**src/rtl/pipe_stall_ctrl_pkg.sv**
```systemverilog
// Shared types and constants for the pipeline stall/flush sequencer.
//   latency      : n/a (types, constants and one constant function only)
//   backpressure : n/a
// Contents: stage indices into the stall vector, sequencer state encoding, stall masks.
package pipe_stall_ctrl_pkg;

  localparam int NUM_STG    = 5;
  // Bit positions in the stall vector; ID/EX sits at bit 2 between these.
  localparam int STG_PC     = 0;
  localparam int STG_IF_ID  = 1;
  localparam int STG_EX_MEM = 3;
  localparam int STG_MEM_WB = 4;

  // Flush counter only needs to reach FLUSH_CYCLES-1 (at most 3).
  localparam int CNT_W = 2;

  typedef enum logic [1:0] {
    PCS_RUN   = 2'd0,
    PCS_MEMW  = 2'd1,
    PCS_FLUSH = 2'd2
  } pcs_state_e;

  // Mask that holds every stage from PC up to and including stage 'stg'.
  function automatic logic [NUM_STG-1:0] hold_through(input int stg);
    return NUM_STG'((32'd1 << (stg + 1)) - 32'd1);
  endfunction

  localparam logic [NUM_STG-1:0] STALL_IF  = hold_through(STG_PC);      // 00001
  localparam logic [NUM_STG-1:0] STALL_LU  = hold_through(STG_IF_ID);   // 00011
  localparam logic [NUM_STG-1:0] STALL_MEM = hold_through(STG_EX_MEM);  // 01111
  localparam logic [NUM_STG-1:0] STALL_ALL = hold_through(STG_MEM_WB);  // 11111

endpackage

```
**src/rtl/pipe_stall_ctrl_if.sv**
```systemverilog
// Event/control bundle between the pipeline and the stall sequencer.
//   latency      : n/a (wires only)
//   backpressure : rdy_in low requests a full pipeline freeze
// Ports: master = pipeline side (drives events, consumes controls); slave = sequencer side.
interface pipe_stall_ctrl_if #(
  parameter int PERF_W = 32
);
  logic              rdy_in;
  logic              if_busy;
  logic              mem_busy;
  logic              id_load_use;
  logic              ex_branch_taken;
  logic [31:0]       ex_branch_target;
  logic [4:0]        stall;
  logic              flush_if_id;
  logic              flush_id_ex;
  logic              pc_redirect;
  logic [31:0]       pc_target;
  logic [PERF_W-1:0] perf_stall_cnt;
  logic [PERF_W-1:0] perf_flush_cnt;
  logic [PERF_W-1:0] perf_lu_cnt;

  modport master (
    output rdy_in, if_busy, mem_busy, id_load_use, ex_branch_taken, ex_branch_target,
    input  stall, flush_if_id, flush_id_ex, pc_redirect, pc_target,
    input  perf_stall_cnt, perf_flush_cnt, perf_lu_cnt
  );

  modport slave (
    input  rdy_in, if_busy, mem_busy, id_load_use, ex_branch_taken, ex_branch_target,
    output stall, flush_if_id, flush_id_ex, pc_redirect, pc_target,
    output perf_stall_cnt, perf_flush_cnt, perf_lu_cnt
  );
endinterface

```
**src/rtl/pipe_perf_cnt.sv**
```systemverilog
// Saturating event counter: counts enable cycles, sticks at all-ones.
//   latency      : count visible one cycle after the enabled edge
//   backpressure : none; en is sampled every cycle
// Ports: clk_in, rst_in (sync, active-high), en, cnt[W-1:0].
module pipe_perf_cnt #(
  parameter int W = 32
) (
  input  logic         clk_in,
  input  logic         rst_in,
  input  logic         en,
  output logic [W-1:0] cnt
);

  always_ff @(posedge clk_in) begin
    if (rst_in) begin
      cnt <= '0;
    end else if (en && (cnt != {W{1'b1}})) begin
      cnt <= cnt + W'(1);
    end
  end

endmodule

```
**src/rtl/pipe_stall_ctrl.sv**
```systemverilog
// Stall/flush sequencer: arbitrates mem-busy, redirect, load-use, fetch-busy into stage controls.
//   latency      : controls are combinational from state + inputs (0 cycles); state/counters registered
//   backpressure : rdy_in low stalls all five stages and freezes state and counters
// Ports: clk_in, rst_in (sync, active-high), bus (pipe_stall_ctrl_if.slave).
// Build option: define PERF_CNT_EN to enable the three saturating perf counters; otherwise they read 0.
module pipe_stall_ctrl
  import pipe_stall_ctrl_pkg::*;
#(
  parameter int FLUSH_CYCLES = 1,   // cycles flush_if_id stays high after a redirect (1..4)
  parameter int PERF_W       = 32
) (
  input  logic                clk_in,
  input  logic                rst_in,
  pipe_stall_ctrl_if.slave    bus
);

  localparam logic [CNT_W-1:0] FLUSH_RELOAD   = CNT_W'(FLUSH_CYCLES - 1);
  localparam pcs_state_e       AFTER_REDIRECT = (FLUSH_CYCLES > 1) ? PCS_FLUSH : PCS_RUN;

  pcs_state_e         state_q, state_d;
  logic [CNT_W-1:0]   cnt_q, cnt_d;
  logic [NUM_STG-1:0] stall;
  logic               flush_if_id;
  logic               flush_id_ex;
  logic               pc_redirect;
  logic [31:0]        pc_target;
  logic               do_redirect;

  always_ff @(posedge clk_in) begin
    if (rst_in) begin
      state_q <= PCS_RUN;
      cnt_q   <= '0;
    end else begin
      state_q <= state_d;
      cnt_q   <= cnt_d;
    end
  end

  always_comb begin
    stall       = '0;
    flush_if_id = 1'b0;
    flush_id_ex = 1'b0;
    pc_redirect = 1'b0;
    pc_target   = '0;
    do_redirect = 1'b0;
    state_d     = state_q;
    cnt_d       = cnt_q;

    if (!bus.rdy_in) begin
      stall = STALL_ALL;
    end else begin
      case (state_q)
        PCS_FLUSH: begin
          if (bus.mem_busy) begin
            // Keep squashing the fetch slot while MEM holds; count pauses.
            stall       = STALL_MEM;
            flush_if_id = 1'b1;
          end else if (bus.ex_branch_taken) begin
            do_redirect = 1'b1;
          end else begin
            flush_if_id = 1'b1;
            cnt_d       = cnt_q - CNT_W'(1);
            if (cnt_q == CNT_W'(1)) begin
              state_d = PCS_RUN;
            end
          end
        end
        default: begin
          // RUN and MEM_WAIT share this path: once memory releases, MEM_WAIT
          // resolves exactly like RUN so a branch parked in EX still redirects.
          if (bus.mem_busy) begin
            stall   = STALL_MEM;
            state_d = PCS_MEMW;
          end else if (bus.ex_branch_taken) begin
            do_redirect = 1'b1;
          end else begin
            state_d = PCS_RUN;
            if (bus.id_load_use) begin
              stall       = STALL_LU;
              flush_id_ex = 1'b1;
            end else if (bus.if_busy) begin
              stall       = STALL_IF;
              flush_if_id = 1'b1;
            end
          end
        end
      endcase

      if (do_redirect) begin
        pc_redirect = 1'b1;
        pc_target   = bus.ex_branch_target;
        flush_if_id = 1'b1;
        flush_id_ex = 1'b1;
        state_d     = AFTER_REDIRECT;
        cnt_d       = FLUSH_RELOAD;
      end
    end
  end

  assign bus.stall       = stall;
  assign bus.flush_if_id = flush_if_id;
  assign bus.flush_id_ex = flush_id_ex;
  assign bus.pc_redirect = pc_redirect;
  assign bus.pc_target   = pc_target;

`ifdef PERF_CNT_EN
  logic stall_ev;
  logic lu_ev;

  // Controls are all zero while frozen except stall, hence the rdy_in gate here only.
  assign stall_ev = bus.rdy_in & (|stall);
  // flush_id_ex without a redirect is the load-use bubble.
  assign lu_ev    = flush_id_ex & ~pc_redirect;

  pipe_perf_cnt #(.W(PERF_W)) u_stall_cnt (
    .clk_in (clk_in), .rst_in (rst_in), .en (stall_ev),    .cnt (bus.perf_stall_cnt)
  );
  pipe_perf_cnt #(.W(PERF_W)) u_flush_cnt (
    .clk_in (clk_in), .rst_in (rst_in), .en (pc_redirect), .cnt (bus.perf_flush_cnt)
  );
  pipe_perf_cnt #(.W(PERF_W)) u_lu_cnt (
    .clk_in (clk_in), .rst_in (rst_in), .en (lu_ev),       .cnt (bus.perf_lu_cnt)
  );
`else
  assign bus.perf_stall_cnt = {PERF_W{1'b0}};
  assign bus.perf_flush_cnt = {PERF_W{1'b0}};
  assign bus.perf_lu_cnt    = {PERF_W{1'b0}};
`endif

endmodule

```
**src/flat_wrapper.sv**
```systemverilog
// flat-port wrapper written by rule: the top's interface ports become plain ports
module pipe_stall_ctrl_flat import pipe_stall_ctrl_pkg::*;
#(
  parameter int FLUSH_CYCLES = 1,                                                           
  parameter int PERF_W       = 32
)
  (clk_in, rst_in, bus_rdy_in, bus_if_busy, bus_mem_busy, bus_id_load_use, bus_ex_branch_taken, bus_ex_branch_target, bus_stall, bus_flush_if_id, bus_flush_id_ex, bus_pc_redirect, bus_pc_target, bus_perf_stall_cnt, bus_perf_flush_cnt, bus_perf_lu_cnt);
  pipe_stall_ctrl_if #(.PERF_W(PERF_W)) bus_i ();
  input  logic clk_in;
  input  logic rst_in;
  input wire logic [$bits(bus_i.rdy_in)-1:0] bus_rdy_in;
  input wire logic [$bits(bus_i.if_busy)-1:0] bus_if_busy;
  input wire logic [$bits(bus_i.mem_busy)-1:0] bus_mem_busy;
  input wire logic [$bits(bus_i.id_load_use)-1:0] bus_id_load_use;
  input wire logic [$bits(bus_i.ex_branch_taken)-1:0] bus_ex_branch_taken;
  input wire logic [$bits(bus_i.ex_branch_target)-1:0] bus_ex_branch_target;
  output wire logic [$bits(bus_i.stall)-1:0] bus_stall;
  output wire logic [$bits(bus_i.flush_if_id)-1:0] bus_flush_if_id;
  output wire logic [$bits(bus_i.flush_id_ex)-1:0] bus_flush_id_ex;
  output wire logic [$bits(bus_i.pc_redirect)-1:0] bus_pc_redirect;
  output wire logic [$bits(bus_i.pc_target)-1:0] bus_pc_target;
  output wire logic [$bits(bus_i.perf_stall_cnt)-1:0] bus_perf_stall_cnt;
  output wire logic [$bits(bus_i.perf_flush_cnt)-1:0] bus_perf_flush_cnt;
  output wire logic [$bits(bus_i.perf_lu_cnt)-1:0] bus_perf_lu_cnt;
  assign bus_i.rdy_in = bus_rdy_in;
  assign bus_i.if_busy = bus_if_busy;
  assign bus_i.mem_busy = bus_mem_busy;
  assign bus_i.id_load_use = bus_id_load_use;
  assign bus_i.ex_branch_taken = bus_ex_branch_taken;
  assign bus_i.ex_branch_target = bus_ex_branch_target;
  assign bus_stall = bus_i.stall;
  assign bus_flush_if_id = bus_i.flush_if_id;
  assign bus_flush_id_ex = bus_i.flush_id_ex;
  assign bus_pc_redirect = bus_i.pc_redirect;
  assign bus_pc_target = bus_i.pc_target;
  assign bus_perf_stall_cnt = bus_i.perf_stall_cnt;
  assign bus_perf_flush_cnt = bus_i.perf_flush_cnt;
  assign bus_perf_lu_cnt = bus_i.perf_lu_cnt;
  pipe_stall_ctrl #(.FLUSH_CYCLES(FLUSH_CYCLES), .PERF_W(PERF_W)) u_core (.clk_in(clk_in), .rst_in(rst_in), .bus(bus_i));
endmodule
```
**config.mk**
```make
export PLATFORM = sky130hd
export DESIGN_NAME = pipe_stall_ctrl_flat
export DESIGN_NICKNAME = d
export VERILOG_FILES = /design/src/rtl/pipe_stall_ctrl_pkg.sv /design/src/rtl/pipe_stall_ctrl_if.sv /design/src/rtl/pipe_perf_cnt.sv /design/src/rtl/pipe_stall_ctrl.sv /design/src/flat_wrapper.sv
export SDC_FILE = /design/constraint.sdc
export NUM_CORES = 1
export LEC_CHECK = 0
export CORE_MARGIN = 2
export CORE_UTILIZATION = 24
export DETAILED_ROUTE_END_ITERATION = 6
export MAX_ROUTING_LAYER = met4
export PLACE_DENSITY = 0.89
export SLEW_MARGIN = 20
export SYNTH_ARGS = -nofsm -noshare
export SYNTH_HDL_FRONTEND = slang
export SYNTH_SLANG_ARGS = --single-unit
```
**constraint.sdc**
```tcl
create_clock -name clk_in -period 2.3 [get_ports clk_in]
set_input_delay 0.46 -clock clk_in [delete_from_list [all_inputs] [get_ports clk_in]]
set_output_delay 0.46 -clock clk_in [all_outputs]
set_load 0.01 [all_outputs]
```
==> Yosys cells after proc, flatten, opt, wreduce, memory -nomap -nowiden <==
Cells that the tools add are included.
{ "op_classes": {"n_addsub": 1, "eq_ne": 8, "n_mux": 40, "n_reduce_logical": 3} }
{ "ops": {"columns": ["op", "n"], "rows": [
  ["two-way mux 32 bit", 2],
  ["two-way mux 5 bit", 5],
  ["two-way mux 2 bit", 11],
  ["two-way mux 1 bit", 21],
  ["!= test 3 x 2 -> 1 bit (second input constant)", 3],
  ["AND reduction 5 bit", 1],
  ["two-way mux 4 bit", 1],
  ["!= test 2 x 1 -> 1 bit (second input constant)", 2],
  ["AND reduction 4 bit", 1],
  ["!= test 3 x 1 -> 1 bit (second input constant)", 1],
  ["== test 2 x 1 -> 1 bit (second input constant)", 1],
  ["== test 2 bit (second input constant)", 1],
  ["nonzero test 2 bit", 1],
  ["subtractor 2 x 1 -> 2 bit (second input constant)", 1]
]} }
{ "word_totals": {"register_bits": 4, "input_bits": 39, "out_inout_bits": 136, "word_cells": 54} }

==> Longest topological paths before layout <==
Gate-level depths: netlist (run 1).
{ "depth": {"depth_word": 7, "mapped_depth": 3, "ltp_nobuf": 3} }

==> Least setup slack after synthesis (run 1) <==
Ideal clock, no wire load.
{ "synth_path": {"path_kind": "input -> output", "from": "input bus_mem_busy", "to": "output bus_pc_target[22]", "t_arrival_ns": 1.058, "slack_ns": 0.782, "path_stages": 3, "n_path_buf": 1, "cell_sequence": "and3b_4 > buf_6 > and2_2"} }
{ "synth_between": {"elab_chain_cells": 4} }
{ "synth_rtl": {"columns": ["element", "line", "text"], "rows": [
  ["start: declaration", "flat_wrapper.sv:13", "input wire logic [$bits(bus_i.mem_busy)-1:0] bus_mem_busy;"],
  ["two-way mux 1 bit", "pipe_stall_ctrl.sv:54", "if (bus.mem_busy) begin"],
  ["two-way mux 1 bit", "pipe_stall_ctrl.sv:49", "if (!bus.rdy_in) begin"],
  ["two-way mux 32 bit", "pipe_stall_ctrl.sv:89", "if (do_redirect) begin"],
  ["two-way mux 32 bit", "pipe_stall_ctrl.sv:49", null],
  ["end: declaration", "flat_wrapper.sv:21", "output wire logic [$bits(bus_i.pc_target)-1:0] bus_pc_target;"]
]} }
Every way passes these cells. The select of a mux whose other input is x is not followed.

==> Worst setup path in the final report (run 1) <==
{ "layout_path": {"from": "input bus_id_load_use", "to": "output bus_stall[1]"} }
{ "layout_between": {"elab_chain_cells": 5} }
{ "layout_rtl": {"columns": ["element", "line", "text"], "rows": [
  ["start: declaration", "flat_wrapper.sv:14", "input wire logic [$bits(bus_i.id_load_use)-1:0] bus_id_load_use;"],
  ["two-way mux 5 bit", "pipe_stall_ctrl.sv:78", "if (bus.id_load_use) begin"],
  ["two-way mux 5 bit", "pipe_stall_ctrl.sv:74", "end else if (bus.ex_branch_taken) begin"],
  ["two-way mux 5 bit", "pipe_stall_ctrl.sv:71", "if (bus.mem_busy) begin"],
  ["two-way mux 5 bit", "pipe_stall_ctrl.sv:52", "case (state_q)"],
  ["two-way mux 5 bit", "pipe_stall_ctrl.sv:49", null],
  ["end: declaration", "flat_wrapper.sv:17", "output wire logic [$bits(bus_i.stall)-1:0] bus_stall;"]
]} }
Every way passes these cells.

==> impl.org, run 1 <==
** Run status
- The flow ran to the end, and the final reports show no timing, DRC or antenna violations.

** Synthesis
- Distinct cell type count of the synthesized netlist :: 11
- Mean instance size in the synthesized netlist :: just over 7 sq um
- Yosys printed 0 warnings.
- In the synthesized netlist, the number of instances is 145.
- Mapped cell area :: 0.001046 sq mm
- Sequential elements use 0% of the synthesized area.

** Timing
- Unrepaired setup endpoints after global routing :: no
- Max Clock Freq :: around 450 MHz
- Worst hold-check slack :: 1.599 ns
- The number of max-slew violations in the final report is 0.
- The clock period could shrink to 2.243 ns.
- Setup violations remaining at the end of the flow were counted as 0.
- The number of failing hold endpoints at the final stage came to 0.
- The final critical path takes up 97.51% of the cycle.

** Finish
- Share of post-route cells with drive strength above 1 :: roughly a tenth
- Sequential cells :: 0
- At the end of the flow, the number of nets in the layout was 265.
- Post-route standard cell area excluding fillers :: 0.001531 sq mm
- The sequential cells in the finished layout cover a total of 0 sq um.
- The repair_antennas step left the layout with diodes totalling 0.
- Area growth from synthesis to final layout :: 46.41%
- Leaving out fill and tap cells, the most frequent cells in the layout are 96 x sky130_fd_sc_hd__conb_1, 70 x sky130_fd_sc_hd__clkdlybuf4s50_1, 20 x sky130_fd_sc_hd__and2_1.
- The clock buffers instantiated in the layout total 0.
- Most common cell after layout, fill and taps aside :: sky130_fd_sc_hd__conb_1

** Power and ir drop
- IR analysis of the VDD net gives a maximum drop of 0.04829 mV.
- Summed over all cells, the static leakage comes to 0.8320 nW.
- The clock network accounts for 0% of the total power.
- Of the total power, combinational logic draws between 90% and 100%.
- Switching Share :: ~53%
- Net Sw Power :: between 0.1 and 0.15 mW
- Sequential power share :: 0%
- Power density over cell area :: ~140 mW/mm^2
- Internal Dissipation :: just over 0.1 mW

** Setup path
- Nature of the critical path startpoint :: primary input
- The most numerous cell type found on the critical path is sky130_fd_sc_hd__clkdlybuf4s50_1.
- Critical path class :: in -> out
- Critical path arrival :: 1.78 ns
- Critical Path Fanout Max :: 4
- Worst Path Required :: around 1.8 ns
- The signal on the critical path passes through clkdlybuf4s50_1 > inv_1 > o21ai_0 > clkdlybuf4s50_1.
- Grouping stages by cell kind, the critical path spends the most delay in buffers and inverters.
- Buffer and inverter count on the worst path :: 3
- In this design, the stage delay of the slowest critical-path cell is 0.57 ns.
- Category of the worst setup path capture point :: output port
- Among all stages on the critical path, the largest delay is contributed by sky130_fd_sc_hd__clkdlybuf4s50_1.

** Global route
- Global-route usage over all layers :: 8.717%
- The number of global-route vias before repair came to 630.
- Entering global routing, the biggest net connects 9 pins.
- First-pass GRT wire length :: 3408 um
- After global routing the overflow that remains totals 0.
- The number of antenna violations at the first check in global routing came to 0.

** Floorplanning
- The total area inside the core boundary comes to 0.004264 sq mm.
- Height of the chip :: 70.02 um
- I/O pin total :: 175
- Die boundary width :: 70.02 um
- Once the floorplan was initialized, standard cells occupied approximately a quarter of the core.
- The initialized floorplan defines 24 standard-cell rows.
- The die covers approximately 0.0049 sq mm.

** Placed design
- Number of port buffers :: 77
- Half-perimeter wire length of the detailed placement result :: between 2000 and 2500 um
- In this run the cell area measured after placement is 0.001499 sq mm.
- Weighted congestion at the end of routability-driven global placement :: around 0.7

** Drt
- After detailed routing, the number of remaining DRC violations is 0.
- Pre-Repair DR Iteration Count :: 2
- In this run the top signal layer used is met3.
- Met2 routed wirelength :: between 1500 and 2000 um
- Routed metal-1 wire length :: between 700 and 800 um
- Detailed Route Iter0 Violations :: 4
- Wire length after detailed routing :: 2554 um
- Total via count in the routed design :: 868
- Vias per cell :: approximately 3.1
- Wire length on met3 :: ~300 um
- The detail route stage leaves a number of antenna-violating nets equal to 0.
- In the final routed layout, each cell accounts on average for 9.254 um.

** Run
- Maxcap violations :: 0

** Hold path
- Class of the most critical hold timing path :: in -> out
==> per-stage QoR <==
stage	util, %	power (mW)	std cells	TNS, ns	worst slack, ns
after global placement	35.15	0.2112	272	-7.306	-0.2524
after global routing	35.92	0.2373	276	0	0.01124
after CTS	35.97	0.2197	276	0	0.01420
after detailed placement	35.15	0.2137	272	-9.387	-0.3072
final	35.92	0.2203	276	0	0.05735
after floorplan	-	0.2284	240	0	0.7819
==> per-layer routing <==
layer	vias to the layer above	global-route usage [%]
met4	0	0
met1	381	8.247
met5	-	-
met3	0	1.154
li1	406	-
met2	81	19.15
==> kinds of logic (layout without fill, tap and decap cells) <==
| group | count (synthesis) | in the layout | synth area share [%] |
|---|---|---|---|
| other cells | 1 | 96 | 0.3585 |
| buf+inv | 103 | 83 | 73.92 |
| compound gates | 3 | 3 | 1.675 |
| simple gates | 38 | 42 | 24.04 |
==> timing repair <==
action	4_1_cts	5_1_grt
setup endpoints to repair	38	28
buffers inserted	0	0
cloned	4	0
pin swaps	3	1
hold buffers	0	0
resized for setup	8	9
==> power by group through the flow <==
| stage | Clock, mW | Combinational, mW | Sequential [mW] |
|---|---|---|---|
| finish | 0 | 0.220 | 0 |
| global route | 0 | 0.237 | 0 |
| CTS | 0 | 0.220 | 0 |
| detailed placement | 0 | 0.214 | 0 |
| global placement | 0 | 0.211 | 0 |
| floorplan | 0 | 0.228 | 0 |
==> cell usage after synthesis <==
cell type                 instances  area (sq um)
sky130_fd_sc_hd__inv_1            3         11.26
sky130_fd_sc_hd__buf_6            3         33.78
sky130_fd_sc_hd__buf_4           97         728.2
sky130_fd_sc_hd__conb_1           1         3.750
sky130_fd_sc_hd__o21ai_0          2         10.01
sky130_fd_sc_hd__nor2b_1          2         12.51
sky130_fd_sc_hd__o21a_1           1         7.510
sky130_fd_sc_hd__and3b_4          1         12.51
sky130_fd_sc_hd__and2_2          12         90.09
sky130_fd_sc_hd__and2_1          20         125.1
sky130_fd_sc_hd__nor2_1           3         11.26
==> final cells by class <==
type / instances / area (sq um)
Inverter: 3 / 11.26
Fill cell: 459 / 2733
Timing Repair Buffer: 80 / 784.5
Multi-Input combinational cell: 141 / 670.6
Tap cell: 52 / 65.06
==> path summary, 6_finish.rpt <==
check	start	end	slack (ns)	depth (start not counted)
hold / removal	bus_rdy_in	bus_stall[4]	1.60	3
setup / recovery	bus_id_load_use	bus_stall[1]	0.06	4
Power figures use the tool's default switching activity.
==> run 2, diff against run 1 <==
- RECOVER_POWER: not set -> 100
==> impl.org, run 2 (synthesis gave the netlist of run 1 again) <==
** CTS
- The number of hold buffers added after cts was 0 (unchanged).
- Setup bufs post-CTS :: 0 (unchanged)

** Floorplanning
- The area of the core was 0.004264 sq mm (unchanged).
- Die area :: 0.004902 sq mm (unchanged)
- The count of boundary I/O pins is 175 (unchanged).
- Placement row count :: 24 (unchanged)
- Die boundary width :: 70.02 um (unchanged)
- Starting Density :: 24.53% (unchanged)
- Height of the chip :: 70.02 um (unchanged)

** Placed design
- Placed standard-cell area :: 0.001499 sq mm (unchanged)
- Weighted congestion at the end of routability-driven global placement :: 0.7103 (unchanged)
- Half-perimeter wire length of the detailed placement result :: 2023 um (unchanged)
- The total placed cells including tap cells is 272 (unchanged).
- The port buffer count is 77 (unchanged).

** Finish
- Area growth from synthesis to final layout :: 45.22%
- The area of all placed cells without fillers was 0.001519 sq mm (-0.82%).
- Area used by sequential logic in the layout :: 0 sq um (unchanged)
- The library cell used most frequently in the layout, excluding fill and tap cells, is sky130_fd_sc_hd__conb_1.
- Layout net count :: 265 (unchanged)
- The final core utilization was 35.62% (-0.29 points).
- Layout filler cell count :: 462 (+0.65%)
- Share of post-route cells with drive strength above 1 :: 8.036% (-2.2 points)
- Total area of multi-input combinational cells :: 660.6 sq um (-1.5%)
- Count of placed standard cells in the final layout, fillers left out :: 276 (unchanged)
- The top cell types in the final layout, fill and taps aside, are 96 x sky130_fd_sc_hd__conb_1, 50 x sky130_fd_sc_hd__clkdlybuf4s50_1, 20 x sky130_fd_sc_hd__dlygate4sd3_1.
- Total inserted antenna cells :: 0 (unchanged)
- The count of clock buffers in the final design was 0 (unchanged).
- Sequential cells :: 0 (unchanged)

** Power and ir drop
- The sum of internal, switching and leakage power came to 0.2145 mW (-2.7%).
- Leak Pwr :: 0.8685 nW (+4.4%)
- Max VDD drop :: 0.04751 mV (-1.6%)
- The areal power density over the cells is 141.2 mW/mm^2 (-1.9%).

** Drt
- The total vias in the final route came to 866 (-0.23%).
- Pre-Repair DR Iteration Count :: 4 (+2)
- Post-DRT Antenna Nets :: 0 (unchanged)
- The iteration-0 DRC count of the detailed router is 5 (+1).
- The average via count per standard cell came to 3.138 (-0.23%).
- The final routed wire length divided by cell count is 9.257 um (about the same).
- Final routed DRC violation total :: 0 (unchanged)
- The total wirelength of the detailed-routed design came to 2555 um (about the same).

** Setup path
- The worst setup path is launched from a primary input.
- Sequence of cells on the critical path :: clkdlybuf4s50_1 > inv_1 > o21ai_0 > clkdlybuf4s50_1
- The required arrival time at the worst endpoint was 1.84 ns (about the same).
- Among the stages of the critical path, the cell type that occurs most often is sky130_fd_sc_hd__clkdlybuf4s50_1.
- Critical path arrival :: 1.78 ns (about the same)
- Delay of the slowest critical-path stage :: 0.57 ns (about the same)
- The maximum fanout count along the critical path was 4 (unchanged).
- The worst setup path is captured at an output port.
- Buffer and inverter count on the worst path :: 3 (unchanged)
- The worst setup path is of the in -> out kind.
- On the critical path the largest part of the delay comes from buffers and inverters.
- On the critical path, the stage with the largest delay is an instance of sky130_fd_sc_hd__clkdlybuf4s50_1.

** Timing
- The minimum clock period after layout was 2.243 ns (+0.0006171 ns).
- Final-report max-slew violation count :: 0 (unchanged)
- The part of the cycle the worst path needs is 97.53% (about the same).
- The setup violation total in the final timing report was 0 (unchanged).
- The number of failing hold endpoints at the final stage was 0 (unchanged).
- Setup repair after global routing left no endpoint under its margin.
- The highest clock frequency the design can meet was 445.8 MHz (about the same).
- Setup TNS :: 0 ns (unchanged)

** Run status
- The run finished with clean final reports.

** Global route
- The largest net degree at the start of global routing came to 9 (unchanged).
- The global-route congestion overflow total came to 0 (unchanged).
- The number of antenna violations at the first check in global routing was 0 (unchanged).
- Global-route usage over all layers :: 8.717% (unchanged)
- The global-route wire length before repair is 3408 um (unchanged).
- The number of global-route vias before repair came to 630 (unchanged).

** Hold path
- The path class of the tightest hold or removal check is in -> out.

** Run
- Maxcap violations :: 0 (unchanged)
-- run 2: cell types whose count changed in the layout (fill, tap and decap cells not counted) --
cell	before	now
sky130_fd_sc_hd__clkdlybuf4s50_1	70	50
sky130_fd_sc_hd__dlygate4sd3_1	0	20
sky130_fd_sc_hd__and2_0	0	5
sky130_fd_sc_hd__and2_1	20	15
sky130_fd_sc_hd__and3b_1	1	5
sky130_fd_sc_hd__and3b_2	3	0
sky130_fd_sc_hd__and3b_4	1	0
sky130_fd_sc_hd__clkdlybuf4s25_1	0	1
sky130_fd_sc_hd__dlymetal6s2s_1	3	2
sky130_fd_sc_hd__nor2b_1	1	2
sky130_fd_sc_hd__nor2b_2	1	0
-- run 2: metal layers --
metal / global-route usage, % / share of wire, % / up-vias
li1: - / - / 406
met2: 19.15 / 59 / 79
met5: - / 0 / -
met3: 1.154 / 12 / 0
met4: 0 / 0 / 0
met1: 8.247 / 29 / 381
-- run 2: path summary, 6_finish.rpt --
kind,endpoint,from,cells after the start
max,bus_stall[1],bus_id_load_use,4
min,bus_pc_target[7],bus_ex_branch_target[7],3
-- run 2: area by class of cell --
class,count,area share (%)
multi-input cells,141,43.49
well taps,52,4.283
inverters,3,0.7413
repair buffers,80,51.48
-- run 2: metrics by stage --
step	hold slack, ns	setup slack [ns]
finish	1.602	0.05673
global route	1.635	0.01124
CTS	1.750	0.01420
detailed placement	1.906	-0.3072
global placement	1.901	-0.2524
floorplan	0.9635	0.7819
-- run 2: repair_timing --
item	CTS	global route
setup endpoints to repair	38	28
gates cloned	4	0
hold endpoints to repair	0	0
resized for setup	8	9
pin swaps	3	1
-- run 2: power breakdown --
| group | total [mW] | switching (mW) | internal (mW) |
|---|---|---|---|
| sequential | 0 | 0 | 0 |
| clock | 0 | 0 | 0 |
| combinational | 0.214 | 0.116 | 0.0983 |
| total | 0.214 | 0.116 | 0.0983 |
